==> src/rtl/div_reconstruct.sv <==
// div_reconstruct
//   Inverse of the repeated-subtraction divider. Given a divisor, quotient
//   and remainder it rebuilds the dividend as quot*divisor + rem. It starts
//   the accumulator at rem and adds the divisor quot times. It also flags
//   malformed operand sets: a zero divisor, and a remainder that is not
//   less than the divisor.
//
// Ports
//   clk      in   1    rising-edge clock
//   rst_n    in   1    asynchronous active-low reset
//   start    in   1    request, sampled only in IDLE
//   divisor  in   W    divisor operand, sampled at the LOAD edge
//   quot     in   W    quotient operand, sampled at the LOAD edge
//   rem      in   W    remainder operand, sampled at the LOAD edge
//   result   out  2W   reconstructed dividend, held until the next LOAD
//   busy     out  1    high in every state except IDLE
//   done     out  1    one-cycle pulse in DONE
//   div0     out  1    divisor was zero, held until the next LOAD
//   rem_err  out  1    rem >= divisor with a non-zero divisor, held until the next LOAD
module div_reconstruct #(
    parameter int W = 8
) (
    input  logic           clk,
    input  logic           rst_n,
    input  logic           start,
    input  logic [W-1:0]   divisor,
    input  logic [W-1:0]   quot,
    input  logic [W-1:0]   rem,
    output logic [2*W-1:0] result,
    output logic           busy,
    output logic           done,
    output logic           div0,
    output logic           rem_err
);

    typedef enum logic [2:0] {
        S_IDLE,
        S_LOAD,
        S_CHECK,
        S_ADD,
        S_DONE
    } state_t;

    state_t         state;
    state_t         state_nxt;

    logic [W-1:0]   dvs;   // latched divisor
    logic [W-1:0]   cnt;   // additions still to perform
    logic [2*W-1:0] acc;   // running sum, drives result directly

    // NOTE: sequential state is written only with non-blocking assignments,
    // so every register samples the values from before the edge.
    always_ff @(posedge clk or negedge rst_n) begin
        if (!rst_n) begin
            state <= S_IDLE;
        end else begin
            state <= state_nxt;
        end
    end

    // NOTE: state_nxt gets a default before the case statement, so paths
    // that do not assign it cannot infer a latch.
    always_comb begin
        state_nxt = state;
        case (state)
            S_IDLE:  if (start) state_nxt = S_LOAD;
            S_LOAD:  state_nxt = S_CHECK;
            // A zero divisor exits straight away: adding zero any number of
            // times leaves the sum at rem, so the loop would be wasted cycles.
            S_CHECK: state_nxt = (cnt == '0 || dvs == '0) ? S_DONE : S_ADD;
            S_ADD:   state_nxt = S_CHECK;
            S_DONE:  state_nxt = S_IDLE;
            default: state_nxt = S_IDLE;
        endcase
    end

    // The sum never exceeds (2^W-1)^2 + 2^W-1, which is below 2^2W.
    // The add therefore needs no carry-out.
    // cnt cannot wrap below zero, because CHECK leaves the loop at zero.
    always_ff @(posedge clk or negedge rst_n) begin
        if (!rst_n) begin
            acc     <= '0;
            dvs     <= '0;
            cnt     <= '0;
            div0    <= 1'b0;
            rem_err <= 1'b0;
        end else begin
            case (state)
                S_LOAD: begin
                    acc     <= {{W{1'b0}}, rem};
                    dvs     <= divisor;
                    cnt     <= quot;
                    div0    <= (divisor == '0);
                    // This flag is informational only; the sum is still formed.
                    rem_err <= (divisor != '0) && (rem >= divisor);
                end
                S_ADD: begin
                    acc <= acc + {{W{1'b0}}, dvs};
                    cnt <= cnt - W'(1);
                end
                default: ;
            endcase
        end
    end

    assign result = acc;
    assign busy   = (state != S_IDLE);
    assign done   = (state == S_DONE);

endmodule
==> config.mk <==
export PLATFORM = sky130hd
export DESIGN_NAME = div_reconstruct
export DESIGN_NICKNAME = d
export VERILOG_FILES = /design/src/rtl/div_reconstruct.sv
export SDC_FILE = /design/constraint.sdc
export NUM_CORES = 1
export LEC_CHECK = 0
export CAP_MARGIN = 40
export CORE_AREA = 2 2 81 83
export CTS_CLUSTER_SIZE = 25
export DETAILED_ROUTE_END_ITERATION = 8
export DIE_AREA = 0 0 83 85
export GPL_TIMING_DRIVEN = 0
export PLACE_DENSITY_LB_ADDON = 0.1
export SETUP_SLACK_MARGIN = 0.4
export SYNTH_ARGS = -nofsm -noshare
export SYNTH_HDL_FRONTEND = slang
export SYNTH_SLANG_ARGS = --single-unit
==> constraint.sdc <==
create_clock -name clk -period 4.5 [get_ports clk]
set_input_delay 1.125 -clock clk [delete_from_list [all_inputs] [get_ports clk]]
set_output_delay 1.125 -clock clk [all_outputs]
set_load 0.1 [all_outputs]
[After elaboration in Yosys (flattened, before gate mapping)]
Index checks and enable logic that the tools add are counted.
Word-level totals
  register bits: 37
  word-level logic and storage cells: 29
  input port bits: 27
  output and inout port bits: 20
Operators by class
  order comparisons: 1
  multiplexer cells: 5
  add/sub/neg operators: 2
  reductions and logical operators: 10
  equality and inequality tests: 5
Operators with widths (number)
  $pmux W16 S2: 1
  $logic_not A8 Y1: 3
  $add A16 B8 Y16: 1
  $pmux W8 S2: 1
  $pmux W3 S3: 1
  $ge A8 B8 Y1: 1
  $reduce_bool A8 Y1: 1
  $sub A8 B1 Y8 const B: 1
  $eq A3 B2 Y1 const B: 2
  $mux W3: 2
  $eq A3 B1 Y1 const B: 1
  $eq A3 B3 Y1 const B: 1
  $logic_not A3 Y1: 1
  $reduce_bool A3 Y1: 1
  $ne A2 B2 Y1 const B: 1
  $reduce_bool A2 Y1: 1
  $reduce_or A2 Y1: 1
  $logic_and A1 B1 Y1: 1
  $logic_or A1 B1 Y1: 1

[Logic depth before layout (Yosys ltp)]
  depth in word-level cells: 4
  depth in mapped cells: 7
  depth with buffers taken out: 7

[Worst setup path after synthesis]
Ideal clock, no wire load.
  path kind: register to output
  start point: register state[1]
  end point: output port done
  buffers on the path: 2
  arrival time: 3.017 ns
  data required time: 3.375 ns
  stages on the path, launching flop included: 4
  setup slack: 0.358 ns
  cell sequence: dfrtp_1 > clkbuf_1 > clkbuf_1 > nor3b_1
On the way
  word-level cells in the longest chain between the ends: 1
RTL lines
  from (decl): RTL line 44  | state_t state;
  from (signal assigned): RTL line 57  | state <= state_nxt;
  $eq A3 B3 Y1: RTL line 108  | assign done = (state == S_DONE);
  to (decl): RTL line 31  | output logic done,
Every way passes these cells.

[Worst setup path in the final report]
Ends and elaborated chain as after synthesis.

==> impl_metrics.py <==
metrics = {
    "run_status": {
        "status": "complete, no violations",
    },
    "sta": {
        "setup_ws_ns": 1.02,
        "post-route-period-util": 0.773,
        "tns_ns": 0,
        "maxSlewHeadroom": 0.534,
        "finalCriticalPeriod_ns": 3.48,
        "tightest_slew_ns": 0.699,
        "setup_viol_count_final": 0,
        "fmax_ghz": 0.287,
        "hold_viol": 0,
        "finalMaxSlewViolations": 0,
        "fin_skew_ns": 0.00572,
        "rsz0062_at_grt": "false",
    },
    "placement": {
        "dpl.hpwl_microns": 4960,
        "dp_cells": 419,
        "port_buffers": 46,
        "gp_congestion": 0.818,
        "dpl-instance-area_sq_um": 3270,
        "pre_cts_ws_ns": 1.37,
    },
    "die": {
        "rows": 29,
        "pin_count": 47,
        "dieArea_sq_um": 7060,
        "fp.dieW_microns": 83,
        "die_h_microns": 85,
        "core_sq_um": 6200,
        "start_util": 0.385,
    },
    "global_routing": {
        "grt_pass1_wl_microns": 11000,
        "grt-ovfl-total": 0,
        "grt_max_degree": 28,
        "grt_antenna_before_repair": 0,
        "grt_pass1_vias": 2259,
        "grt_usage": 0.193,
    },
    "synth": {
        "synthTopCellsByCount": "43 x nand2_1, 37 x dfrtp_1, 25 x o21ai_0, 20 x a21oi_1, 18 x ha_1",
        "yosysMostFrequentCell": "nand2_1",
        "seq_area_frac_synth": 0.387,
        "synth_largest_area_cell": "dfrtp_1",
        "synth_area_sq_um": 2390,
        "yosysTopAreaCellShare": 0.387,
        "post_synth.cell_area_avg_sq_um": 8.69,
        "synth_nets": 321,
        "synth_async_sr_flop_share": 1.00,
        "synthCells": 275,
        "synthTopCellsByArea": "dfrtp_1 39%, ha_1 9.4%, nand2_1 6.8%",
        "yosys_warnings": 0,
        "yosysUniqueCellTypes": 43,
        "synth_seq_cells": 37,
        "synth_edf_count": 0,
        "ys.flop_type": "dfrtp_1",
    },
    "drt": {
        "via_count": 2261,
        "routed_wl_microns": 6470,
        "ant_nets": 0,
        "drtIter0Drc": 108,
        "wl_per_cell_microns": 15.1,
        "drc": 0,
        "vias_per_cell": 5.30,
        "drt-pass1-iter-count": 4,
    },
    "min_path": {
        "min_to": "div0",
        "hold_class": "flop to flop",
        "hp-start": "div0",
        "min_path_cells": 2,
    },
    "run": {
        "cap_violations": 0,
    },
    "clocking": {
        "cts_tree": "yes",
        "clkLatencyLatePin_ns": 0.29,
        "cts_setup_buffers": 0,
        "clock_tree.buffer_depth": 2,
        "cts_hold_buf": 0,
        "cts_resized": 0,
        "htree_levels": 2,
        "clock_tree.root_cell": "clkbuf_8",
        "cts.sinks": 37,
        "clk_pin_slew_ns": 0.08,
        "cts_made_buffers": 5,
    },
    "worst_setup_path": {
        "startpoint_type": "flop",
        "crit_type": "flop to output port",
        "rr_endpoint": "result[8]",
        "rrSetupSlack_ns": 2.03,
        "crit_start": "state[1]",
        "required_ns": 3.38,
        "arrival_ns": 2.36,
        "cp-end-kind": "output port",
        "r2r_start": "result[0]",
        "cp_max_fo": 10,
        "reg2regPathDepth": 7,
    },
    "finish": {
        "drive_above_1_share": 0.100,
        "diodes": 0,
        "area_growth_pct": 40.9,
        "fin_nets": 395,
        "stdcell_count": 427,
        "design_area_sq_um": 3370,
    },
}
-- area by class of cell --
type,instances,area [sq um]
fillers,596,2840
multi-input cells,213,1380
flip-flops and latches,37,926
repair buffers,67,776
clock buffers,7,96.3
well taps,77,96.3
inverters,13,48.8
plain buffers,12,45.0
clock inverters,1,5.00
-- worst max-delay path, stage by stage (launching register included) --
cell and delay, ns:
dfrtp_1 0.43, clkbuf_1 0.40, clkbuf_1 0.47, nor3b_2 0.11, clkdlybuf4s50_1 0.47, buf_8 0.18
-- kinds of logic after synthesis --
kind of cell               Yosys count  synth area share
adders and majority gates           19             0.103
and+or+nand+nor                     98             0.198
AOI/OAI and AO/OA                   83             0.220
buffers and inverters               25            0.0393
muxes                                9            0.0382
DFF                                 37             0.387
xor gates and xnor gates             4            0.0147
-- layout by cell type, fill, tap and decap left out, drive strengths merged, types with 2 or more instances in the layout --
cell | netlist | routed
a31oi | 2 | 2
buf | 2 | 24
nor3 | 2 | 2
dfrtp | 37 | 37
ha | 18 | 18
and3 | 3 | 3
a31o | 2 | 2
nor4 | 4 | 4
o22ai | 6 | 6
nor2 | 14 | 14
clkbuf | 10 | 17
a211oi | 3 | 3
o21a | 2 | 2
or3 | 2 | 2
nor2b | 3 | 3
nand3 | 9 | 9
mux2i | 8 | 8
nand2b | 4 | 4
clkdlybuf4s50 | 0 | 45
o211ai | 3 | 3
nor3b | 5 | 5
o21ai | 26 | 26
nand4 | 3 | 3
inv | 13 | 13
xnor2 | 4 | 4
nor4b | 2 | 2
a21o | 10 | 10
nand3b | 2 | 2
nand2 | 43 | 43
a21oi | 20 | 20
-- per-stage QoR --
step / utilization / hold slack, ns
after floorplan: - / 0.473
after global placement: 0.476 / 0.475
after detailed placement: 0.527 / 0.475
after CTS: 0.543 / 0.497
after global routing: 0.543 / 0.530
final: 0.543 / 0.491
-- routing by layer --
layer  routed length (microns)  up-vias  track usage
met5                         0        -            0
met4                        82        0       0.0507
met3                       286        8       0.0360
met2                      2940       58        0.317
met1                      3150     1050        0.264
li1                          -     1145            -
-- worst max path at each step --
stage                       to  slack, ns  depth (start not counted)
after floorplan           done       1.35                          3
after global placement    done       0.98                          4
after detailed placement  done       1.37                          5
after CTS                 done       1.04                          5
after global routing      done       0.91                          5
final                     done       1.02                          5
-- flip-flops by register name, indices dropped and copies added (netlist names) --
register / flops
rem_err: 1
cnt: 8
result: 16
div0: 1
state: 3
dvs: 8
Power is left out: the tool's default activity adds up to more than one toggle a clock period on the data nets, which glitch-free logic cannot reach.
==> edit, RTL diff (same settings) <==
Register the inputs `start`, `divisor`, `quot` and `rem` before use. The logic sees them one clock later. Comments in the files are not updated.
--- a/src/rtl/div_reconstruct.sv
+++ b/src/rtl/div_reconstruct.sv
@@ -43,2 +43,14 @@
 
+    logic start_q;
+    logic [W-1:0] divisor_q;
+    logic [W-1:0] quot_q;
+    logic [W-1:0] rem_q;
+
+    always_ff @(posedge clk) begin
+        start_q   <= start;
+        divisor_q <= divisor;
+        quot_q    <= quot;
+        rem_q     <= rem;
+    end
+
     state_t         state;
@@ -65,3 +77,3 @@
         case (state)
-            S_IDLE:  if (start) state_nxt = S_LOAD;
+            S_IDLE:  if (start_q) state_nxt = S_LOAD;
             S_LOAD:  state_nxt = S_CHECK;
@@ -89,8 +101,8 @@
                 S_LOAD: begin
-                    acc     <= {{W{1'b0}}, rem};
-                    dvs     <= divisor;
-                    cnt     <= quot;
-                    div0    <= (divisor == '0);
+                    acc     <= {{W{1'b0}}, rem_q};
+                    dvs     <= divisor_q;
+                    cnt     <= quot_q;
+                    div0    <= (divisor_q == '0);
                     // This flag is informational only; the sum is still formed.
-                    rem_err <= (divisor != '0) && (rem >= divisor);
+                    rem_err <= (divisor_q != '0) && (rem_q >= divisor_q);
                 end
Function: changed (a bounded check fails within 4 cycles, from zero or initial values and one cycle with rst_n low).
==> edit against the unedited design <==
Area after synthesis grew 19%; critical path depth shrank 1; maximum frequency is 5.2% higher; sequential cell count grew 25; routed wire length grew 1.0%; setup slack gained 0.17 ns; synthesized cell count rose by 4.0%; final area is 17% higher; die area did not move.
==> edit: results (changes against the unedited design) <==
Global routing
  • Vias in the first global route: 2289 (+1.3%)
  • Largest net degree at the start of global routing: 25 (-11%)
  • Global-route usage over all layers: 19.6% (+0.29 points)
  • First-pass GRT wire length: 10900 um (-0.38%)

Route
  • First DRT Iteration DRCs: 109 (+0.93%)
  • Via count: 2372 (+4.9%)
  • Routed wire length: 6530 um (+1.0%)
  • Wl on met1: 3170 um (+0.48%)
  • Met3 wire length: 322 um (+13%)
  • Met2 WL: 2980 um (+1.3%)

Clocking
  • # H-tree levels: 3 (+1)
  • TritonCTS Buffers: 9 (+4)
  • Clk_lat worst skew: 0.34 ns (+0.05 ns)
  • Setup repair bufs after CTS: 0 (unchanged)

Layout
  • Share of layout cells above drive strength 1: 11.9% (+1.9 points)
  • Max reg flops: 16 (unchanged)
  • Fillers: 532 (-11%)
  • Final nets: 409 (+3.5%)

Critical path
  • CP top delay family: buffers and inverters
  • Worst r2r src: dvs[0]
  • R2R Path End: result[8]
  • Crit path to: busy
  • CP max stage delay: 0.53 ns (+0.06 ns)
  • Slowest stage cell, crit path: buf_1

Place
  • GPL Wtd Cong: 0.810 (-0.92%)
  • Placed Area: 3710 um^2 (+14%)
  • DP HPWL: 4730 um (-4.7%)
  • IO buf count: 46 (unchanged)
  • Setup WS pre-CTS: 1.55 ns (+0.178 ns)

Yosys
  • Synth cell types: 46 (+7.0%)
  • Synth async-reset ratio: 59.7% (-40 points)
  • Seq/Total Area, Yosys: 50.2% (+11 points)
  • Syn_nets: 331 (+3.1%)
  • Post-synth top cells: dfrtp_1, o21ai_0, nand2_1

Hold path
  • Worst Hold End: state[0]
  • Hold Startpoint: start_q

Status
  • Outcome: complete, no violations

STA
  • Relative slew slack: 53.9% (+0.42 points)
  • Clock skew: 0.00935 ns (+0.00362 ns)
  • Setup ws final: 1.19 ns (+0.171 ns)
edit: changes by cell type after synthesis, sizes merged, moves of 4 or more:
cell | before | now
a21o | 10 | 5
dfxtp | 0 | 25
nand2 | 43 | 26
clkbuf | 10 | 5
buf | 2 | 6
nor2 | 14 | 9
or3 | 2 | 9
o21ai | 26 | 30
a21oi | 20 | 25
edit: cells by family (layout without fill, tap and decap cells):
| kind of cell | count (synthesis) | after routing | share of synthesized area [%] |
|---|---|---|---|
| buffers and inverters | 26 | 109 | 3.74 |
| xor gates and xnor gates | 3 | 3 | 0.924 |
| adders and majority gates | 18 | 18 | 8.19 |
| AOI/OAI and AO/OA | 85 | 85 | 18.2 |
| muxes | 10 | 10 | 3.57 |
| and+or+nand+nor | 82 | 82 | 15.2 |
| DFF | 62 | 62 | 50.2 |
edit: through the flow:
stage | util, % | cells | hold WS, ns
finish | 63.4 | 446 | 0.463
global route | 63.4 | 446 | 0.521
CTS | 63.4 | 446 | 0.461
detailed placement | 59.9 | 430 | 0.450
global placement | 54.8 | 409 | 0.463
floorplan | - | 286 | 0.434
edit: routing by layer:
| layer | vias to the layer above | track usage, % |
|---|---|---|
| met1 | 1100 | 26.7 |
| met3 | 7 | 4.67 |
| li1 | 1195 | - |
| met2 | 70 | 30.9 |
| met5 | - | 0 |
| met4 | 0 | 6.71 |
edit: area by class of cell:
| type | count | area, um^2 | share of cell area (%) |
|---|---|---|---|
| timing repair buffer | 67 | 776 | 19.7 |
| buffer | 11 | 50.0 | 1.27 |
| inverter | 15 | 56.3 | 1.43 |
| multi-input combinational | 198 | 1310 | 33.3 |
| clock inverter | 6 | 67.6 | 1.72 |
| clock buffer | 10 | 149 | 3.79 |
| sequential | 62 | 1430 | 36.3 |
| tap | 77 | 96.3 | 2.45 |
